===== src/rtl/booth_seq_pkg.sv =====
// Shared types and defaults for the Booth multiplier operand sequencer.
package booth_seq_pkg;
  typedef enum logic [2:0] {IDLE, START, LDM, LDQ, WAIT, RESP} seq_state_t;

  localparam int DW_DEF      = 16;
  localparam int TIMEOUT_DEF = 64;

  // Counter width that can hold the value TIMEOUT itself.
  function automatic int cnt_w(input int timeout);
    return $clog2(timeout + 1);
  endfunction
endpackage


===== src/rtl/booth_seq_timer.sv =====
// Clear/enable watchdog counter; tc is high once the count reaches LIMIT.
module booth_seq_timer #(
  parameter int W     = 7,
  parameter int LIMIT = 64
) (
  input  logic clk,
  input  logic rst_n,
  input  logic clr,
  input  logic en,
  output logic tc
);
  logic [W-1:0] cnt;

  assign tc = (cnt == W'(LIMIT));

  // Saturates at LIMIT so a late abort can never wrap back to zero.
  always_ff @(posedge clk or negedge rst_n) begin
    if (!rst_n)         cnt <= '0;
    else if (clr)       cnt <= '0;
    else if (en && !tc) cnt <= cnt + 1'b1;
  end
endmodule


===== src/rtl/booth_seq_frontend.sv =====
// Operand sequencer: serial-loads M then Q into the Booth multiplier,
// waits for done (with watchdog) and returns the result on a valid/ready channel.
module booth_seq_frontend
  import booth_seq_pkg::*;
#(
  parameter int DW      = DW_DEF,
  parameter int TIMEOUT = TIMEOUT_DEF
) (
  input  logic          clk,
  input  logic          rst_n,
  input  logic          in_valid,
  output logic          in_ready,
  input  logic [DW-1:0] in_a,
  input  logic [DW-1:0] in_b,
  output logic          mul_start,
  output logic [DW-1:0] mul_data,
  input  logic          mul_done,
  input  logic [DW-1:0] mul_out,
  output logic          res_valid,
  input  logic          res_ready,
  output logic [DW-1:0] res_data,
  output logic          res_err,
  output logic          busy,
  output logic [15:0]   op_count
);
  localparam int CW = cnt_w(TIMEOUT);

  seq_state_t    state, nxt;
  logic [DW-1:0] op_a, op_b;
  logic          armed, alive, tmo, accept, hit;

  booth_seq_timer #(.W(CW), .LIMIT(TIMEOUT)) u_timer (
    .clk  (clk),
    .rst_n(rst_n),
    .clr  (state == LDQ),
    .en   (state == WAIT),
    .tc   (tmo)
  );

  // alive keeps in_ready low while reset is held.
  assign in_ready  = alive && (state == IDLE);
  assign accept    = in_ready && in_valid;
  assign hit       = armed && mul_done;
  assign mul_start = (state == START);
  assign res_valid = (state == RESP);
  assign busy      = (state != IDLE);

  always_comb begin
    nxt      = state;
    mul_data = '0;
    case (state)
      IDLE:  if (accept) nxt = START;
      START: begin mul_data = op_a; nxt = LDM; end
      LDM:   begin mul_data = op_a; nxt = LDQ; end
      LDQ:   begin mul_data = op_b; nxt = WAIT; end
      WAIT: begin
        mul_data = op_b;
        if (hit || tmo) nxt = RESP;
      end
      RESP:  if (res_ready) nxt = IDLE;
      default: nxt = IDLE;
    endcase
  end

  always_ff @(posedge clk or negedge rst_n) begin
    if (!rst_n) begin
      state    <= IDLE;
      alive    <= 1'b0;
      op_a     <= '0;
      op_b     <= '0;
      armed    <= 1'b0;
      res_data <= '0;
      res_err  <= 1'b0;
      op_count <= '0;
    end else begin
      state <= nxt;
      alive <= 1'b1;
      if (accept) begin
        op_a <= in_a;
        op_b <= in_b;
      end
      // A done level still high from the previous op is ignored until it drops.
      if (state == LDQ)                    armed <= 1'b0;
      else if (state == WAIT && !mul_done) armed <= 1'b1;
      if (state == WAIT) begin
        if (hit) begin
          res_data <= mul_out;
          res_err  <= 1'b0;
        end else if (tmo) begin
          res_data <= '0;
          res_err  <= 1'b1;
        end
      end
      if (state == RESP && res_ready) op_count <= op_count + 16'd1;
    end
  end
endmodule


===== config.mk =====
export PLATFORM = sky130hd
export DESIGN_NAME = booth_seq_frontend
export DESIGN_NICKNAME = d
export VERILOG_FILES = /design/src/rtl/booth_seq_pkg.sv /design/src/rtl/booth_seq_timer.sv /design/src/rtl/booth_seq_frontend.sv
export SDC_FILE = /design/constraint.sdc
export NUM_CORES = 1
export LEC_CHECK = 0
export ABC_CLOCK_PERIOD_IN_PS = 5600
export CORE_UTILIZATION = 51
export DETAILED_ROUTE_END_ITERATION = 16
export GPL_TIMING_DRIVEN = 0
export PLACE_DENSITY = 0.83
export SYNTH_ARGS = -nofsm -noshare
export SYNTH_HDL_FRONTEND = slang
export SYNTH_HIERARCHICAL = 1
export SYNTH_SLANG_ARGS = --single-unit

===== constraint.sdc =====
create_clock -name clk -period 5.6 [get_ports clk]
set_input_delay 0.84 -clock clk [delete_from_list [all_inputs] [get_ports clk]]
set_output_delay 0.84 -clock clk [all_outputs]
set_load 0.02 [all_outputs]

Word level (Yosys, flattened, before mapping)
Index checks and enable logic that the tools add are counted.
Widths: inputs -> output; s select.
- flip-flop bits (word level): 77
- bits of input ports: 53
- output and inout bits: 53
- logic and storage cells: 51
- add/subtract/negate cells: 2
- eq/ne operators: 9
- multiplexer cells: 13
- reductions and logical operators: 18
- operator list (operator ; number):
    $mux 16 ; 2
    $pmux 16 s2 ; 1
    $pmux 3 s6 ; 1
    $add 16x1->16 const B ; 1
    $mux 7 ; 2
    $mux 3 ; 3
    $add 7x1->7 const B ; 1
    $eq 7x7->1 const B ; 1
    $eq 3x2->1 const B ; 2
    $eq 3x3->1 const B ; 2
    $logic_and 1x1->1 ; 6
    $reduce_bool 2->1 ; 3
    $mux 1 ; 4
    $ne 2x2->1 const B ; 2
    $reduce_or 2->1 ; 2
    $eq 3x1->1 const B ; 1
    $logic_not 3->1 ; 1
    $reduce_and 3->1 ; 1
    $reduce_bool 3->1 ; 1
    $logic_not 1->1 ; 2
    $ne 2x1->1 const B ; 1
    $reduce_and 2->1 ; 1
    $logic_or 1x1->1 ; 1

Depth between registers and ports, before layout
Gate-level depths: netlist of the first run.
- word-level depth: 5
- gate-level depth with buffers: 8

Cells and area by module
Netlist of the first run, hierarchy kept.
- modules (own cells, without submodules) (module ; times used ; cells each ; area each (µm²)):
    booth_seq_frontend ; 1 ; 221 ; 3140.5
    booth_seq_timer ; 1 ; 46 ; 437.9

Least setup slack after synthesis of the first run
OpenSTA, ideal clock, no wires.
- path kind: flip-flop to output port
- from: reg state[1]
- to: out mul_data[0]
- arrival time: 1427 ps
- required time: 4760 ps
- path slack: 3333 ps
- stages on the path, launching flop included: 7
- cell sequence: dfrtp_1 -> buf_4 -> nand2b_1 -> nand2b_4 -> nand2_1 -> buf_2 -> a22o_1
- word-level cells in the longest chain between the ends: 3
- elaborated cells between the ends (all ways): 7
- ends and longest elaborated chain (what ; RTL line ; RTL):
    start, declared ; booth_seq_frontend.sv:28 ; seq_state_t state, nxt;
    start signal, assigned ; booth_seq_frontend.sv:76 ; state <= nxt;
    $eq 3x3->1 (tied with other cells) ; booth_seq_frontend.sv:51 ; case (state)
    $reduce_or 2->1 (no line) ; -- ;
    $pmux 16 s2 * ; booth_seq_frontend.sv:51 ;
    end, declared ; booth_seq_frontend.sv:16 ; output logic [DW-1:0] mul_data,
Mark *: on every way between the ends. The rest lies on a longest branch, timed or not.

Worst setup path after layout of the first run
- from: reg state[0]
- to: out mul_data[2]
Same word-level chain as after synthesis.

==> impl_metrics.ini, run 1 <==
[final_layout]
layout-drive-gt1-share = 0.190
instances_no_fill = 485
fin_nets = 440
synthToLayoutAreaGrowth_pct = 40.0
final_util = 0.737
antennaDiodeCount = 0

[min_path]
min_path_type = primary input to asynchronous set/reset pin

[timing]
fmax_mhz = 290
finalWorstSetupSlack_ps = 2150
relSlewSlack = 0.577
hold_viol = 0
worst_slew_pin_slew_ps = 632
finalSetupTns_ps = 0
setup_violations = 0
fin_crit_sh = 0.616
clock_skew_ps = 5.81
rsz0062_at_grt = no
layout_min_cycle_time_ps = 3450
drv_slew = 0

[drt]
wl_microns = 7650
postRouteAntennaNets = 0
wl_per_cell_microns = 15.8
vias = 2560
drt_first_pass_iters = 4
drc = 0
drt_iter0_drc = 82
routed_via_density = 5.28

[yosys]
ys.warnings.count = 6
synth.net_count = 323
ys_ff_latch = 77
syn_inst = 267
synth_cell_type_count = 46
seq_area_frac_synth = 0.538
syn_avg_cell_area_sq_um = 13.4
syn_area_sq_um = 3580

[pwr]
finalPower_mw = 2.60
ir_drop_v = 0.000415
p_leak_nw = 2.22
pwr_density_cell_nw_per_um2 = 519

[floorplanning]
dieArea_sq_um = 7360
start_util = 0.527
floorplan.die.height_microns = 85.8
design.portCount = 106
die_x_microns = 85.8
core_region_area_sq_um = 6790
core.rowCount = 30

[clock_network]
hold_buffers = 0
cts.path.max_buffers = 2
cts_buffers = 9
cts.sinks = 77
cts_tree = yes
root_buffer = clkbuf_8
h-tree-depth = 3
post_cts_buffers = 0
clk_pin_slew_ps = 80
insertion_delay_ps = 340
cts_resized = 0

[critical_path]
critPathRequiredTime_ps = 4760
path_cells = buf_6, xnor2_1, nor2_1, buf_2, a22o_1, clkdlybuf4s50_1
critPathKind = flip-flop to primary output
slowest_delay_ps = 630
crit_path_end_kind = primary output
arrival_ps = 2610
crit_path_max_fanout = 10
slowest_stage = clkdlybuf4s50_1
start_kind = flip-flop

[place]
dpl.hpwl_microns = 5480
place_inst = 469
io_buffers = 105
gp_congestion = 0.852
dpl_worst_slack_ps = 2550

[global_routing]
grt_pass1_wl_microns = 12300
antenna_found_initial = 0
grt_usage = 0.216
grt.overflow.total = 0
grt_max_degree = 54
first_global_vias = 2556

[run_status]
status = complete, no violations

[job]
maxCapViolations = 0
## critical path, delay by kind of cell (launching register included)
family / cells / cell delay [ps]
DFF: 1 / 380
xor gates and xnor gates: 1 / 120
buffers and inverters: 3 / 1120
and+or+nand+nor: 1 / 490
AOI/OAI and AO/OA: 1 / 170
## registers in the layout (all words and copies together), names as in the netlist
register / cells
op_a: 16
op_b: 16
op_count: 16
res_data: 16
u_timer/cnt: 7
state: 3
alive: 1
armed: 1
res_err: 1
## report_power, final
| part | switching (mW) | internal (mW) | total, mW | leakage (nW) |
|---|---|---|---|---|
| Clock | 0.206 | 0.275 | 0.481 | 0.108 |
| Combinational | 0.553 | 0.683 | 1.24 | 1.14 |
| Sequential | 0.130 | 0.755 | 0.885 | 0.976 |
| Total | 0.889 | 1.71 | 2.60 | 2.22 |
## stage by stage
stage	hold WS [ps]	instance area (sq um)
5_1_grt	406	5010
3_5_place_dp	483	4770
2_1_floorplan	461	3580
3_3_place_gp	466	4750
6_report	394	5010
4_1_cts	396	5010
## cell type report
| type | instances | area, sq um |
|---|---|---|
| buffer | 13 | 129 |
| clock buffer | 11 | 151 |
| clock inverter | 5 | 82.6 |
| fill | 461 | 1790 |
| inverter | 8 | 30.0 |
| multi-input combinational | 169 | 1490 |
| sequential | 77 | 1930 |
| tap | 96 | 120 |
| timing repair buffer | 106 | 1080 |
## Yosys cell counts, drive strengths merged
cell type / count / area [sq um]
or3: 3 / 23.8
a22o: 32 / 280
xor2: 9 / 78.8
nor4b: 1 / 8.76
nand2b: 2 / 20.0
a21o: 2 / 15.0
nand3: 7 / 35.0
mux2: 34 / 495
or4: 1 / 7.51
nor4: 3 / 46.3
nand4: 5 / 31.3
xnor2: 9 / 78.8
and4b: 1 / 11.3
nand2: 17 / 66.3
nor3: 5 / 25.0
and3b: 1 / 8.76
nand4b: 3 / 41.3
and4: 1 / 8.76
ha: 3 / 37.5
or2: 2 / 12.5
inv: 8 / 30.0
o21ai: 4 / 20.0
a21oi: 5 / 25.0
dfrtp: 77 / 1930
nor2: 11 / 57.6
nand3b: 1 / 7.51
o32ai: 1 / 8.76
o311ai: 1 / 8.76
buf: 11 / 121
a311o: 1 / 10.0
nor2b: 1 / 6.26
clkbuf: 2 / 7.51
conb: 1 / 3.75
and3: 2 / 12.5
## cell usage in the layout (no fill, tap or decap), types with 5 or more instances in the layout
master and instances:
xor2_1 9, nor2_1 10, nand3_1 7, clkdlybuf4s50_1 104, nand4_1 5, mux2_4 30
clkbuf_8 11, xnor2_1 9, a22o_1 32, dfrtp_1 77, a21oi_1 5, nor3_1 5
inv_1 7, nand2_1 16
## routing by layer
layer / part of all wire / track usage / up-vias / wire length, microns
met1: 0.44 / 0.293 / 1262 / 3400
met4: 0.014 / 0.0667 / 0 / 104
met3: 0.072 / 0.0674 / 9 / 551
met5: 0 / 0 / - / 0
met2: 0.47 / 0.333 / 95 / 3600
li1: - / - / 1194 / -
## kinds of logic (layout without fill, tap and decap cells)
logic type               after synthesis  in the layout  share of synthesized area
flip-flops                            77             77                      0.538
AND/OR/NAND/NOR                       67             67                      0.120
AO/OA/AOI/OAI                         46             46                      0.103
buffers and inverters                 21            143                     0.0444
adder cells (fa/ha/maj)                3              3                     0.0105
multiplexers                          34             34                      0.138
other                                  1              1                    0.00105
XOR/XNOR                              18             18                     0.0441
## final timing paths
kind | depth (start not counted) | slack [ps] | from | endpoint
worst min register to register | 1 | 490 | op_count[9]$_DFFE_PN0P_ | op_count[9]$_DFFE_PN0P_
worst max register to register | 8 | 3550 | state[1]$_DFFE_PN0P_ | u_timer/cnt[5]$_DFFE_PN0P_
min in group clk | 1 | 490 | op_count[9]$_DFFE_PN0P_ | op_count[9]$_DFFE_PN0P_
worst max-delay path | 6 | 2150 | state[0]$_DFFE_PN0P_ | mul_data[2]
max in group asynchronous | 2 | 4650 | rst_n | op_a[3]$_DFFE_PN0P_
worst min-delay path | 1 | 390 | rst_n | res_data[10]$_DFFE_PN0P_
Note: power is estimated with default switching activity, not from simulation.
==> inputs of run 2 (changes only) <==
- ABC_CLOCK_PERIOD_IN_PS: 5600 -> 3200
- CORE_UTILIZATION: 51 -> 47
- PLACE_DENSITY: 0.83 -> 0.78
- clock period: 5.6 -> 3.2 ns (I/O delays scaled with it)
==> impl_metrics.ini, run 2 (synthesis results as in run 1) <==
[critical_path]
critPathKind = flip-flop to primary output
cp_num_buf_inv = 3
start_kind = flip-flop
path_cells = buf_4, nand2b_1, nand2b_4, nand2_2, buf_2, a22o_1, clkdlybuf4s50_1
slowest_stage = clkdlybuf4s50_1
critPathRequiredTime_ps = 2720
slowest_delay_ps = 630
arrival_ps = 2490
crit_path_max_fanout = 10
cp_top_family = buffers and inverters
crit_path_end_kind = primary output

[final_layout]
synthToLayoutAreaGrowth_pct = 39.2
final_common_cell = clkdlybuf4s50_1
final_util = 0.683
antennaDiodeCount = 0
instances_no_fill = 488
layout-drive-gt1-share = 0.195
fin_nets = 440
final_cell_mix = 104 x clkdlybuf4s50_1, 77 x dfrtp_1, 32 x a22o_1

[global_routing]
grt_busiest_layer = met2
grt.met2_usage = 0.360
grt_pass1_wl_microns = 13000
first_global_vias = 2636
grt_use_met3 = 0.0822
grt_max_degree = 42
grt.overflow.total = 0
antenna_found_initial = 0
met1_usage = 0.275
grt_usage = 0.221

[drt]
postRouteAntennaNets = 0
routed_via_density = 5.25
drt_iter0_drc = 86
drc = 0
wl_microns = 8060
drt_first_pass_iters = 4
wl_per_cell_microns = 16.5
vias = 2561

[clock_network]
cts_resized = 0
hold_buffers = 0
cts.path.max_buffers = 2
insertion_delay_ps = 350
cts.sinks = 77
clk_pin_slew_ps = 90
h-tree-depth = 3
cts_buffers = 9
post_cts_buffers = 0
cts_tree = yes
root_buffer = clkbuf_8

[pwr]
ir_drop_v = 0.000554
pwr_density_cell_nw_per_um2 = 900
p_leak_nw = 2.21
finalPower_mw = 4.48

[timing]
layout_min_cycle_time_ps = 2970
fmax_mhz = 336
rsz0062_at_grt = no
hold_viol = 0
drv_slew = 0
clock_skew_ps = 17.4
setup_violations = 0
fin_crit_sh = 0.929

[place]
io_buffers = 105
gp_congestion = 0.714
place_inst = 472
dpl.hpwl_microns = 5810

[floorplanning]
core_region_area_sq_um = 7290
dieArea_sq_um = 7970
die_x_microns = 89.3
start_util = 0.491
design.portCount = 106
floorplan.die.height_microns = 89.3
core.rowCount = 31

[min_path]
min_path_type = primary input to asynchronous set/reset pin

[job]
maxCapViolations = 0

[run_status]
status = complete, no violations
[run 2: path summary, 6_finish.rpt]
check                                    startpoint                    endpoint  slack, ps  cells after the start
setup / recovery               state[1]$_DFFE_PN0P_                 mul_data[2]        230                      7
hold / removal                                rst_n     op_count[1]$_DFFE_PN0P_         90                      1
setup reg to reg               state[1]$_DFFE_PN0P_  u_timer/cnt[5]$_DFFE_PN0P_       1120                      8
hold reg to reg            op_count[13]$_DFFE_PN0P_    op_count[13]$_DFFE_PN0P_        500                      1
max in group asynchronous                     rst_n     op_count[4]$_DFFE_PN0P_       2550                      2
min in group clk           op_count[13]$_DFFE_PN0P_    op_count[13]$_DFFE_PN0P_        500                      1
[run 2: where the power goes]
| group | switching [mW] | leakage, nW | internal [mW] |
|---|---|---|---|
| Clock | 0.385 | 0.0980 | 0.371 |
| Combinational | 0.975 | 1.13 | 1.20 |
| Sequential | 0.233 | 0.976 | 1.32 |
[run 2: worst register-to-register path, delay by kind of cell (launching register included)]
family	cells	cell delay, ps
simple gates	4	950
buf+inv	3	540
flops	1	380
compound gates	1	140
[run 2: area by class of cell]
cell class              instances  area, sq um
repair buffers                106         1070
well taps                      99          124
inverters                       8         30.0
fillers                       564         2310
flip-flops and latches         77         1930
clock inverters                 7         82.6
clock buffers                   9          124
multi-input cells             169         1500
plain buffers                  13          129
[run 2: metal layers]
layer | vias up | part of all wire
met1 | 1265 | 0.43
met3 | 7 | 0.082
li1 | 1194 | -
met5 | - | 0
met2 | 95 | 0.48
met4 | 0 | 0.013
[run 2: stage by stage]
stage	worst slack (ps)	TNS, ps	hold WS [ps]	instance area (sq um)
final	227	0	90.6	4980
after global routing	121	0	111	4980
after CTS	75.2	0	92.0	4980
after detailed placement	523	0	476	4770
after global placement	-999	-76750	467	4750
after floorplan	1290	0	184	3580
